==> src/rtl/zrb_uart_tx_queue_pkg.sv <==
// Shared encodings for the UART transmit queue and the transmitter it feeds.
package zrb_uart_tx_queue_pkg;

  // The transmitter consumes exactly one byte per frame.
  localparam int unsigned ByteWidth = 8;

  // Queue launch sequencer.
  typedef enum logic [1:0] {
    StIdle     = 2'd0,
    StLaunch   = 2'd1,
    StWaitDone = 2'd2
  } q_state_e;

  // zrb_uart_tx frame states; ready is high in TxIdle and TxStopBit.
  typedef enum logic [1:0] {
    TxIdle     = 2'd0,
    TxStartBit = 2'd1,
    TxDataSend = 2'd2,
    TxStopBit  = 2'd3
  } tx_state_e;

endpackage

==> src/rtl/zrb_uart_tx_queue_if.sv <==
// Producer/transmitter-side bundle of the UART transmit queue.
interface zrb_uart_tx_queue_if #(
  parameter int unsigned ADDR_WIDTH = 4,
  parameter int unsigned DATA_WIDTH = 8
);
  logic                  wr_en;
  logic [DATA_WIDTH-1:0] data_in;
  logic                  clr_ovf;
  logic                  tx_ready;
  logic                  tx_start;
  logic [DATA_WIDTH-1:0] tx_data;
  logic                  fifo_full;
  logic                  fifo_empty;
  logic [ADDR_WIDTH:0]   count;
  logic                  overflow;
  logic                  busy;

  // Environment side: producer plus the transmitter's ready.
  modport master (
    output wr_en, data_in, clr_ovf, tx_ready,
    input  tx_start, tx_data, fifo_full, fifo_empty, count, overflow, busy
  );

  // Queue side.
  modport slave (
    input  wr_en, data_in, clr_ovf, tx_ready,
    output tx_start, tx_data, fifo_full, fifo_empty, count, overflow, busy
  );
endinterface

==> src/rtl/zrb_sync_fifo.sv <==
// Single-clock FIFO with synchronous reset and a combinational head read.
module zrb_sync_fifo #(
  parameter int unsigned ADDR_WIDTH = 4,
  parameter int unsigned DATA_WIDTH = 8
) (
  input  logic                  clk,
  input  logic                  reset,
  input  logic                  wr_en,
  input  logic [DATA_WIDTH-1:0] data_in,
  input  logic                  rd_en,
  output logic [DATA_WIDTH-1:0] data_out,
  output logic                  fifo_full,
  output logic                  fifo_empty,
  output logic [ADDR_WIDTH:0]   count
);
  localparam int unsigned Depth = 1 << ADDR_WIDTH;
  localparam int unsigned PtrW  = ADDR_WIDTH + 1;

  logic [DATA_WIDTH-1:0] mem_q [Depth];
  logic [PtrW-1:0]       wr_ptr_q, wr_ptr_d;
  logic [PtrW-1:0]       rd_ptr_q, rd_ptr_d;
  logic                  do_wr, do_rd;

  // Status from the registered pointers; the extra pointer bit separates full from empty.
  always_comb begin
    count      = wr_ptr_q - rd_ptr_q;
    fifo_full  = (count == PtrW'(Depth));
    fifo_empty = (count == '0);
    do_wr      = wr_en & ~fifo_full;
    do_rd      = rd_en & ~fifo_empty;
    wr_ptr_d   = do_wr ? wr_ptr_q + PtrW'(1) : wr_ptr_q;
    rd_ptr_d   = do_rd ? rd_ptr_q + PtrW'(1) : rd_ptr_q;
    data_out   = mem_q[rd_ptr_q[ADDR_WIDTH-1:0]];
  end

  // Pointer registers.
  always_ff @(posedge clk) begin
    if (reset) begin
      wr_ptr_q <= '0;
      rd_ptr_q <= '0;
    end else begin
      wr_ptr_q <= wr_ptr_d;
      rd_ptr_q <= rd_ptr_d;
    end
  end

  // Storage; contents survive reset since the pointers make them unreachable.
  always_ff @(posedge clk) begin
    if (do_wr) begin
      mem_q[wr_ptr_q[ADDR_WIDTH-1:0]] <= data_in;
    end
  end

endmodule

==> src/rtl/zrb_uart_tx_queue.sv <==
// Byte queue feeding zrb_uart_tx one frame at a time from its ready handshake.
module zrb_uart_tx_queue
  import zrb_uart_tx_queue_pkg::*;
#(
  parameter int unsigned ADDR_WIDTH = 4,
  parameter int unsigned DATA_WIDTH = 8
) (
  input logic               clk,
  input logic               reset,
  zrb_uart_tx_queue_if.slave bus
);
  q_state_e              state_q, state_d;
  logic                  tx_start_q, tx_start_d;
  logic [DATA_WIDTH-1:0] tx_data_q, tx_data_d;
  logic                  overflow_q, overflow_d;
  logic                  pop;
  logic [DATA_WIDTH-1:0] head;
  logic                  fifo_full, fifo_empty;
  logic [ADDR_WIDTH:0]   count;

  zrb_sync_fifo #(
    .ADDR_WIDTH(ADDR_WIDTH),
    .DATA_WIDTH(DATA_WIDTH)
  ) u_fifo (
    .clk       (clk),
    .reset     (reset),
    .wr_en     (bus.wr_en),
    .data_in   (bus.data_in),
    .rd_en     (pop),
    .data_out  (head),
    .fifo_full (fifo_full),
    .fifo_empty(fifo_empty),
    .count     (count)
  );

  // Launch sequencer: a launch is only decided on ready so the pulse lands in transmitter idle.
  always_comb begin
    state_d    = state_q;
    tx_start_d = 1'b0;
    tx_data_d  = tx_data_q;
    pop        = 1'b0;
    unique case (state_q)
      StIdle: begin
        if (!fifo_empty && bus.tx_ready) begin
          tx_start_d = 1'b1;
          tx_data_d  = head;
          pop        = 1'b1;
          state_d    = StLaunch;
        end
      end
      StLaunch:   state_d = StWaitDone;
      // Ready here means the transmitter reached its stop bit.
      StWaitDone: if (bus.tx_ready) state_d = StIdle;
      default:    state_d = StIdle;
    endcase
  end

  // Sticky overflow; a dropped write in the same cycle as a clear wins.
  always_comb begin
    overflow_d = overflow_q;
    if (bus.clr_ovf) overflow_d = 1'b0;
    if (bus.wr_en && fifo_full) overflow_d = 1'b1;
  end

  // State and output registers.
  always_ff @(posedge clk) begin
    if (reset) begin
      state_q    <= StIdle;
      tx_start_q <= 1'b0;
      tx_data_q  <= '0;
      overflow_q <= 1'b0;
    end else begin
      state_q    <= state_d;
      tx_start_q <= tx_start_d;
      tx_data_q  <= tx_data_d;
      overflow_q <= overflow_d;
    end
  end

  assign bus.tx_start   = tx_start_q;
  assign bus.tx_data    = tx_data_q;
  assign bus.fifo_full  = fifo_full;
  assign bus.fifo_empty = fifo_empty;
  assign bus.count      = count;
  assign bus.overflow   = overflow_q;
  assign bus.busy       = (state_q != StIdle) || !fifo_empty;

endmodule

==> src/flat_wrapper.sv <==
// flat-port wrapper written by rule: the top's interface ports become plain ports
module zrb_uart_tx_queue_flat import zrb_uart_tx_queue_pkg::*;
#(
  parameter int unsigned ADDR_WIDTH = 4,
  parameter int unsigned DATA_WIDTH = 8
)
  (clk, reset, bus_wr_en, bus_data_in, bus_clr_ovf, bus_tx_ready, bus_tx_start, bus_tx_data, bus_fifo_full, bus_fifo_empty, bus_count, bus_overflow, bus_busy);
  zrb_uart_tx_queue_if #(.ADDR_WIDTH(ADDR_WIDTH), .DATA_WIDTH(DATA_WIDTH)) bus_i ();
  input logic clk;
  input logic reset;
  input wire logic [$bits(bus_i.wr_en)-1:0] bus_wr_en;
  input wire logic [$bits(bus_i.data_in)-1:0] bus_data_in;
  input wire logic [$bits(bus_i.clr_ovf)-1:0] bus_clr_ovf;
  input wire logic [$bits(bus_i.tx_ready)-1:0] bus_tx_ready;
  output wire logic [$bits(bus_i.tx_start)-1:0] bus_tx_start;
  output wire logic [$bits(bus_i.tx_data)-1:0] bus_tx_data;
  output wire logic [$bits(bus_i.fifo_full)-1:0] bus_fifo_full;
  output wire logic [$bits(bus_i.fifo_empty)-1:0] bus_fifo_empty;
  output wire logic [$bits(bus_i.count)-1:0] bus_count;
  output wire logic [$bits(bus_i.overflow)-1:0] bus_overflow;
  output wire logic [$bits(bus_i.busy)-1:0] bus_busy;
  assign bus_i.wr_en = bus_wr_en;
  assign bus_i.data_in = bus_data_in;
  assign bus_i.clr_ovf = bus_clr_ovf;
  assign bus_i.tx_ready = bus_tx_ready;
  assign bus_tx_start = bus_i.tx_start;
  assign bus_tx_data = bus_i.tx_data;
  assign bus_fifo_full = bus_i.fifo_full;
  assign bus_fifo_empty = bus_i.fifo_empty;
  assign bus_count = bus_i.count;
  assign bus_overflow = bus_i.overflow;
  assign bus_busy = bus_i.busy;
  zrb_uart_tx_queue #(.ADDR_WIDTH(ADDR_WIDTH), .DATA_WIDTH(DATA_WIDTH)) u_core (.clk(clk), .reset(reset), .bus(bus_i));
endmodule
==> config.mk <==
export PLATFORM = sky130hd
export DESIGN_NAME = zrb_uart_tx_queue_flat
export DESIGN_NICKNAME = d
export VERILOG_FILES = /design/src/rtl/zrb_uart_tx_queue_pkg.sv /design/src/rtl/zrb_uart_tx_queue_if.sv /design/src/rtl/zrb_sync_fifo.sv /design/src/rtl/zrb_uart_tx_queue.sv /design/src/flat_wrapper.sv
export SDC_FILE = /design/constraint.sdc
export NUM_CORES = 1
export LEC_CHECK = 0
export CAP_MARGIN = 20
export CORE_MARGIN = 5
export CORE_UTILIZATION = 57
export CTS_CLUSTER_SIZE = 16
export DETAILED_ROUTE_END_ITERATION = 8
export DONT_BUFFER_PORTS = 1
export HOLD_SLACK_MARGIN = 0.03
export PLACE_DENSITY_LB_ADDON = 0.1
export SYNTH_ARGS = -nofsm -noshare
export SYNTH_HDL_FRONTEND = slang
export SYNTH_SLANG_ARGS = --single-unit
==> constraint.sdc <==
create_clock -name clk -period 3.79 [get_ports clk]
set_clock_uncertainty 0.05 [all_clocks]
set_input_delay 1.137 -clock clk [delete_from_list [all_inputs] [get_ports clk]]
set_output_delay 1.137 -clock clk [all_outputs]
set_load 0.02 [all_outputs]
# [Word level (Yosys, flattened, before mapping)]
# Memory sizes are Yosys's and may differ from the RTL's. A register that Yosys moved wholly into a read port is not among the register bits.
# Cells that the tools add are included.
[op_classes] div_mod_pow=0 shift=0 eq_ne=5 muxes=9 addsub=3 mul=0 n_reduce_logical=10 bitwise_logic=4 n_lt_le_gt_ge=0
[op_table] operator="5-bit by 1-bit adder with 5-bit output, second input constant" n=2
[op_table] operator="1-bit 2-to-1 mux" n=6
[op_table] operator="2-bit case mux with 3 select lines" n=1
[op_table] operator="5-bit equality test, second input constant" n=1
[op_table] operator="5-bit zero test" n=1
[op_table] operator="5-bit subtractor" n=1
[op_table] operator="2-bit 2-to-1 mux" n=2
[op_table] operator="2-bit AND reduction" n=2
[op_table] operator="2-bit nonzero test" n=2
[op_table] operator="1-bit AND" n=2
[op_table] operator="2-bit by 1-bit equality test with 1-bit output, second input constant" n=1
[op_table] operator="2-bit equality test, second input constant" n=1
[op_table] operator="1-bit logical AND" n=2
[op_table] operator="2-bit zero test" n=1
[op_table] operator="2-bit by 1-bit != test with 1-bit output, second input constant" n=1
[op_table] operator="2-bit != test, second input constant" n=1
[op_table] operator="1-bit NOT" n=2
[op_table] operator="1-bit zero test" n=1
[op_table] operator="1-bit logical OR" n=1
[word_totals] register_bits=14 ramBits=128 latch_bits=0 input_bits=13 n_memories=1 mem_bits_ro=0
[mem_list] name="u_core.u_fifo.mem_q" depth=16 word_bits=8 read_ports=1 rd_ports_with_merged_regs=1 wr=1 line_no="zrb_sync_fifo.sv:19" text="logic [DATA_WIDTH-1:0] mem_q [Depth];"

# [Longest topological paths before layout]
[logic_depth] depth_word=7 ltp_mapped=12

# [Modules after synthesis]
# From an unflattened synthesis, not the netlist that was laid out.
[hier_totals] cells_unflattened=339 area_unflattened_um2=6282.3
[by_module_without_submodules] module="zrb_sync_fifo" area_per_inst_um2=5761.8 instances=1 cells_each=289
[by_module_without_submodules] module="zrb_uart_tx_queue" area_per_inst_um2=520.5 instances=1 cells_each=50

# [Least setup slack after synthesis]
# Ideal clock, no wire load.
[synth_path] path_type="register to output" from="register u_core.u_fifo.rd_ptr_q[1]" to="output port bus_busy" required_ns=2.603 stages_incl_launch_ff=12 path_slack_ns=-0.356 arrival_time_ns=2.959 cell_sequence="dfxtp_1 -> buf_2 -> buf_1 -> inv_1 -> fa_1 -> nor3b_1 -> nand4b_4 -> a2bb2o_4 -> buf_8 -> inv_6 -> buf_2 -> nand2_1"
[synth_via] elab_chain_cells=4
[synth_rtl] item="from (decl)" line_no="zrb_sync_fifo.sv:21" text="logic [PtrW-1:0] rd_ptr_q, rd_ptr_d;"
[synth_rtl] item="from (signal assigned)" line_no="zrb_sync_fifo.sv:43" text="rd_ptr_q <= rd_ptr_d;"
[synth_rtl] item="5-bit subtractor" line_no="zrb_sync_fifo.sv:26" text="count = wr_ptr_q - rd_ptr_q;"
[synth_rtl] item="via bus_count[1]" line_no="flat_wrapper.sv:19" text="output wire logic [$bits(bus_i.count)-1:0] bus_count;"
[synth_rtl] item="5-bit zero test" line_no="zrb_sync_fifo.sv:28" text="fifo_empty = (count == '0);"
[synth_rtl] item="via bus_fifo_empty" line_no="flat_wrapper.sv:18" text="output wire logic [$bits(bus_i.fifo_empty)-1:0] bus_fifo_empty;"
[synth_rtl] item="1-bit zero test" line_no="zrb_uart_tx_queue.sv:86" text="assign bus.busy = (state_q != StIdle) || !fifo_empty;"
[synth_rtl] item="1-bit logical OR" line_no="zrb_uart_tx_queue.sv:86"
[synth_rtl] item="to (decl)" line_no="flat_wrapper.sv:21" text="output wire logic [$bits(bus_i.busy)-1:0] bus_busy;"
# The timed path passes the listed nets, and every way through them passes these cells.

# [Worst setup path in the final report]
[layout_path] from="register u_core.u_fifo.wr_ptr_q[0]" to="output port bus_fifo_full"
[layout_via] elab_chain_cells=2
[layout_rtl] item="from (decl)" line_no="zrb_sync_fifo.sv:20" text="logic [PtrW-1:0] wr_ptr_q, wr_ptr_d;"
[layout_rtl] item="from (signal assigned)" line_no="zrb_sync_fifo.sv:42" text="wr_ptr_q <= wr_ptr_d;"
[layout_rtl] item="5-bit subtractor" line_no="zrb_sync_fifo.sv:26"
[layout_rtl] item="5-bit equality test" line_no="zrb_sync_fifo.sv:27" text="fifo_full = (count == PtrW'(Depth));"
[layout_rtl] item="to (decl)" line_no="flat_wrapper.sv:17" text="output wire logic [$bits(bus_i.fifo_full)-1:0] bus_fifo_full;"
# No other way between the ends.

==> flow_metrics.py <==
metrics = {
    "drt": {
        "route.detailed.wl_per_inst_um": 22.7,
        "wirelength_um": 12100,
        "firstDrtPassIters": 4,
        "drt_iter0_drc": 287,
        "met3RoutedLength_um": 726,
        "top_layer_used": "met4",
        "num_vias": 3202,
        "postRouteAntennaNets": 0,
        "detail_route.vias_per_cell": 6.01,
        "m1WireLength_um": 5050,
        "route.met2.wl_um": 6020,
        "drcViolationCount": 0,
    },
    "hold_path": {
        "hold_path_cell_cnt": 2,
        "holdCritPathClass": "flop to flop",
        "worstHoldStart": "u_core.state_q[0]",
        "hold-path-endpoint": "u_core.state_q[1]",
    },
    "timing": {
        "max_freq_mhz": 267,
        "setup_repair_after_global_routing_missed_its_margin": "true",
        "hold_violations": 0,
        "fin_crit_sh_pct": 98.7,
        "setup_ws_ns": 0.0476,
        "tightestPinTransition_ns": 0.726,
        "final-max-slew-violation-count": 0,
        "final-setup-viol-count": 0,
        "timing.max_slew.rel_slack_pct": 51.5,
        "timing.final.crit_period_ns": 3.74,
    },
    "pwr": {
        "pwr_density_mw_per_mm2": 725,
        "switching_share_pct": 29.2,
        "clock_power_share_pct": 34.2,
        "max-vdd-ir-drop_mv": 0.488,
        "sequentialPowerShare_pct": 39.6,
        "part_of_the_total_power_dissipated_in_combinational_logic_pct": 26.2,
        "leakage_nw": 2.37,
        "netSwitchingPower_mw": 1.49,
        "total_power_after_layout_mw": 5.10,
        "cellInternalPower_mw": 3.61,
    },
    "yosys": {
        "synth_adder_area_share_pct": 2.16,
        "synth.net_count": 385,
        "yosys_most_used_dff": "sky130_fd_sc_hd__edfxtp_1",
        "synthesized_area_fraction_occupied_by_and_or_nand_nor_cells_pct": 8.49,
        "syn_inst": 362,
        "synth-seq-area-share_pct": 69.7,
        "main_combinational_cell_family_by_area_after_synthesis": "multiplexers",
        "post_synthesis_instance_area_mm2": 0.00615,
        "postSynth.asyncResetShare_pct": 0,
        "synth_enable_flop_cells": 128,
        "synth_compound_area_share_pct": 4.07,
        "post_synthesis_cell_type_count": 38,
        "ffs_latches_synth": 150,
        "syn_avg_cell_area_um2": 17.0,
        "muxShareOfSynthArea_pct": 13.3,
        "synth-xor-area-share_pct": 0.428,
        "yosysWarningCount": 0,
    },
    "floorplanning": {
        "floorplan.die_area_mm2": 0.0130,
        "die_h_um": 114,
        "fp.dieW_um": 114,
        "core-area_mm2": 0.0107,
        "row_count": 38,
        "boundaryPins": 31,
        "initial_core_util_pct": 57.5,
    },
    "job": {
        "max_cap_violations": 0,
    },
    "global_routing": {
        "grt_pass1_vias": 3383,
        "wire_length_of_the_first_global_routing_pass_um": 18800,
        "antenna_found_initial": 0,
        "global_route.usage.total_pct": 20.2,
        "grt_max_degree": 36,
        "global_route.overflow_total": 0,
    },
    "finish": {
        "nets": 403,
        "seq_area_mm2": 0.00429,
        "n_fill_cell": 737,
        "area.growth.synth_to_final_pct": 14.4,
        "mostFrequentLayoutCell": "sky130_fd_sc_hd__edfxtp_1",
        "layout_cell_share_with_drive_strength_beyond_1_pct": 25.2,
        "most-common-layout-cells": "sky130_fd_sc_hd__edfxtp_1 (128), sky130_fd_sc_hd__mux4_2 (32), sky130_fd_sc_hd__nor2_1 (21), sky130_fd_sc_hd__dfxtp_1 (19), sky130_fd_sc_hd__clkbuf_16 (16)",
        "num_antenna_cells": 0,
        "multi_input_gate_area_in_the_final_layout_mm2": 0.00178,
    },
    "cts": {
        "cts_max_path_buffers": 2,
        "cts_tree": "done",
        "cts_root_buf": "sky130_fd_sc_hd__clkbuf_8",
        "ctsHoldBuffers": 0,
        "numClockSinks": 150,
        "cts_buffers": 17,
        "cts.htree.levels": 4,
        "clock_latency_ns": 0.53,
        "path_clk_slew_ns": 0.06,
    },
    "critical_path": {
        "crit_required_ns": 2.60,
        "crit_path_end_kind": "output port",
        "cp_data_arrival_time_ns": 2.56,
        "timing_worst_setup_path_type": "flop to output port",
        "worst-path-max-fanout": 4,
        "rrSetupSlack_ns": 0.58,
        "reg2reg_from": "u_core.u_fifo.rd_ptr_q[3]",
        "worstReg2RegEnd": "u_core.u_fifo.mem_q[10][3]",
        "rr_worst_depth": 7,
        "critPathLaunchType": "flop",
    },
    "placement": {
        "place_congestion": 0.820,
        "port_buffers": 0,
        "post-dp-hpwl_um": 7430,
        "dpl_worst_slack_ns": 0.337,
    },
    "status": {
        "outcome": "completed",
    },
}
==> routing by layer <==
metal  global-route usage (%)  up-vias
met5                        0        -
met4                     9.26        0
met3                     5.94       26
met2                     32.4       80
met1                     25.7     1632
li1                         -     1464
==> worst max-delay path by stage <==
stage / from / end / slack [ns] / depth (start not counted)
after global placement: u_core.u_fifo.wr_ptr_q[0] / bus_fifo_empty / 0.38 / 9
after CTS: u_core.u_fifo.wr_ptr_q[0] / bus_fifo_full / 0.02 / 7
after floorplan: u_core.u_fifo.rd_ptr_q[1] / bus_busy / 0.05 / 11
after detailed placement: u_core.u_fifo.wr_ptr_q[0] / bus_fifo_empty / 0.34 / 9
after global routing: u_core.u_fifo.wr_ptr_q[0] / bus_fifo_full / -0.06 / 8
final: u_core.u_fifo.wr_ptr_q[0] / bus_fifo_full / 0.05 / 8
==> flip-flops by register name, summed over array words and instances (netlist names) <==
signal / flops
u_core.u_fifo.wr_ptr_q: 5
u_core.bus.tx_start: 1
u_core.u_fifo.rd_ptr_q: 5
u_core.u_fifo.mem_q: 128
u_core.bus.tx_data: 8
u_core.state_q: 2
u_core.bus.overflow: 1
==> cell families (layout without fill, tap and decap cells) <==
logic type                 count (synthesis)  count (layout)
buffers and inverters                     24              55
adders and majority gates                 10              10
and+or+nand+nor                           95              95
muxes                                     41              41
DFF                                      150             150
AOI/OAI and AO/OA                         39              39
xor gates and xnor gates                   3               3
==> layout make-up <==
class                      count  share of cell area, %
sequential                   150                   61.0
multi-input combinational    188                   25.3
clock buffer                  20                   6.33
tap                          140                   2.49
clock inverter                12                   2.47
timing repair buffer          15                   1.83
inverter                       8                  0.569
==> repair_timing <==
item	in CTS	in global routing
gates resized for setup	4	8
pin swaps	4	6
setup buffers	5	1
setup endpoints to repair	3	3
==> synthesized netlist by cell type (2+ instances only) <==
| library cell | number | area, um2 |
|---|---|---|
| sky130_fd_sc_hd__edfxtp_1 | 128 | 3840 |
| sky130_fd_sc_hd__clkbuf_1 | 7 | 26.3 |
| sky130_fd_sc_hd__mux4_2 | 32 | 721 |
| sky130_fd_sc_hd__nor2_1 | 21 | 78.8 |
| sky130_fd_sc_hd__and2_1 | 3 | 18.8 |
| sky130_fd_sc_hd__and3_1 | 13 | 81.3 |
| sky130_fd_sc_hd__ha_1 | 9 | 113 |
| sky130_fd_sc_hd__nor3b_1 | 3 | 22.5 |
| sky130_fd_sc_hd__xor2_1 | 3 | 26.3 |
| sky130_fd_sc_hd__a21oi_1 | 9 | 45.0 |
| sky130_fd_sc_hd__mux2i_1 | 5 | 50.1 |
| sky130_fd_sc_hd__nand2b_1 | 4 | 25.0 |
| sky130_fd_sc_hd__or3_1 | 3 | 18.8 |
| sky130_fd_sc_hd__buf_2 | 7 | 35.0 |
| sky130_fd_sc_hd__nand4_1 | 2 | 12.5 |
| sky130_fd_sc_hd__dfxtp_1 | 22 | 440 |
| sky130_fd_sc_hd__nand3b_1 | 2 | 15.0 |
| sky130_fd_sc_hd__nor2b_1 | 14 | 87.6 |
| sky130_fd_sc_hd__o21ai_0 | 12 | 60.1 |
| sky130_fd_sc_hd__nand3_1 | 10 | 50.1 |
| sky130_fd_sc_hd__o22ai_1 | 14 | 87.6 |
| sky130_fd_sc_hd__nand2_1 | 13 | 48.8 |
| sky130_fd_sc_hd__inv_1 | 7 | 26.3 |
| sky130_fd_sc_hd__nor3_1 | 2 | 10.0 |
| sky130_fd_sc_hd__mux2_2 | 4 | 45.0 |
==> power by group through the flow <==
stage                     logic (mW)  clock network, mW  registers (mW)
after CTS                       1.30               1.76            2.01
after global placement          1.20                  0            2.05
after floorplan                0.972                  0            2.03
after detailed placement        1.21                  0            2.05
after global routing            1.45               1.83            2.03
final                           1.33               1.74            2.02
==> critical path: stages (launching register included) <==
cell and delay, ns:
sky130_fd_sc_hd__dfxtp_2 0.33, sky130_fd_sc_hd__inv_4 0.07, sky130_fd_sc_hd__ha_4 0.13, sky130_fd_sc_hd__inv_2 0.04
sky130_fd_sc_hd__fa_2 0.47, sky130_fd_sc_hd__buf_6 0.14, sky130_fd_sc_hd__nor3b_4 0.22, sky130_fd_sc_hd__nand4b_4 0.15
sky130_fd_sc_hd__a211oi_4 0.47
==> per-stage QoR <==
| step | cells | setup TNS (ns) | area, um2 | hold slack, ns | util (%) |
|---|---|---|---|---|---|
| detailed placement | 495 | 0 | 6330 | 0.474 | 59.2 |
| CTS | 532 | 0 | 7000 | 0.489 | 65.4 |
| finish | 533 | 0 | 7030 | 0.479 | 65.7 |
| global route | 533 | -0.0958 | 7030 | 0.535 | 65.7 |
| global placement | 495 | 0 | 6330 | 0.445 | 59.2 |
| floorplan | 362 | 0 | 6160 | 0.435 | - |
No activity file was read; power rests on OpenSTA's default activity.
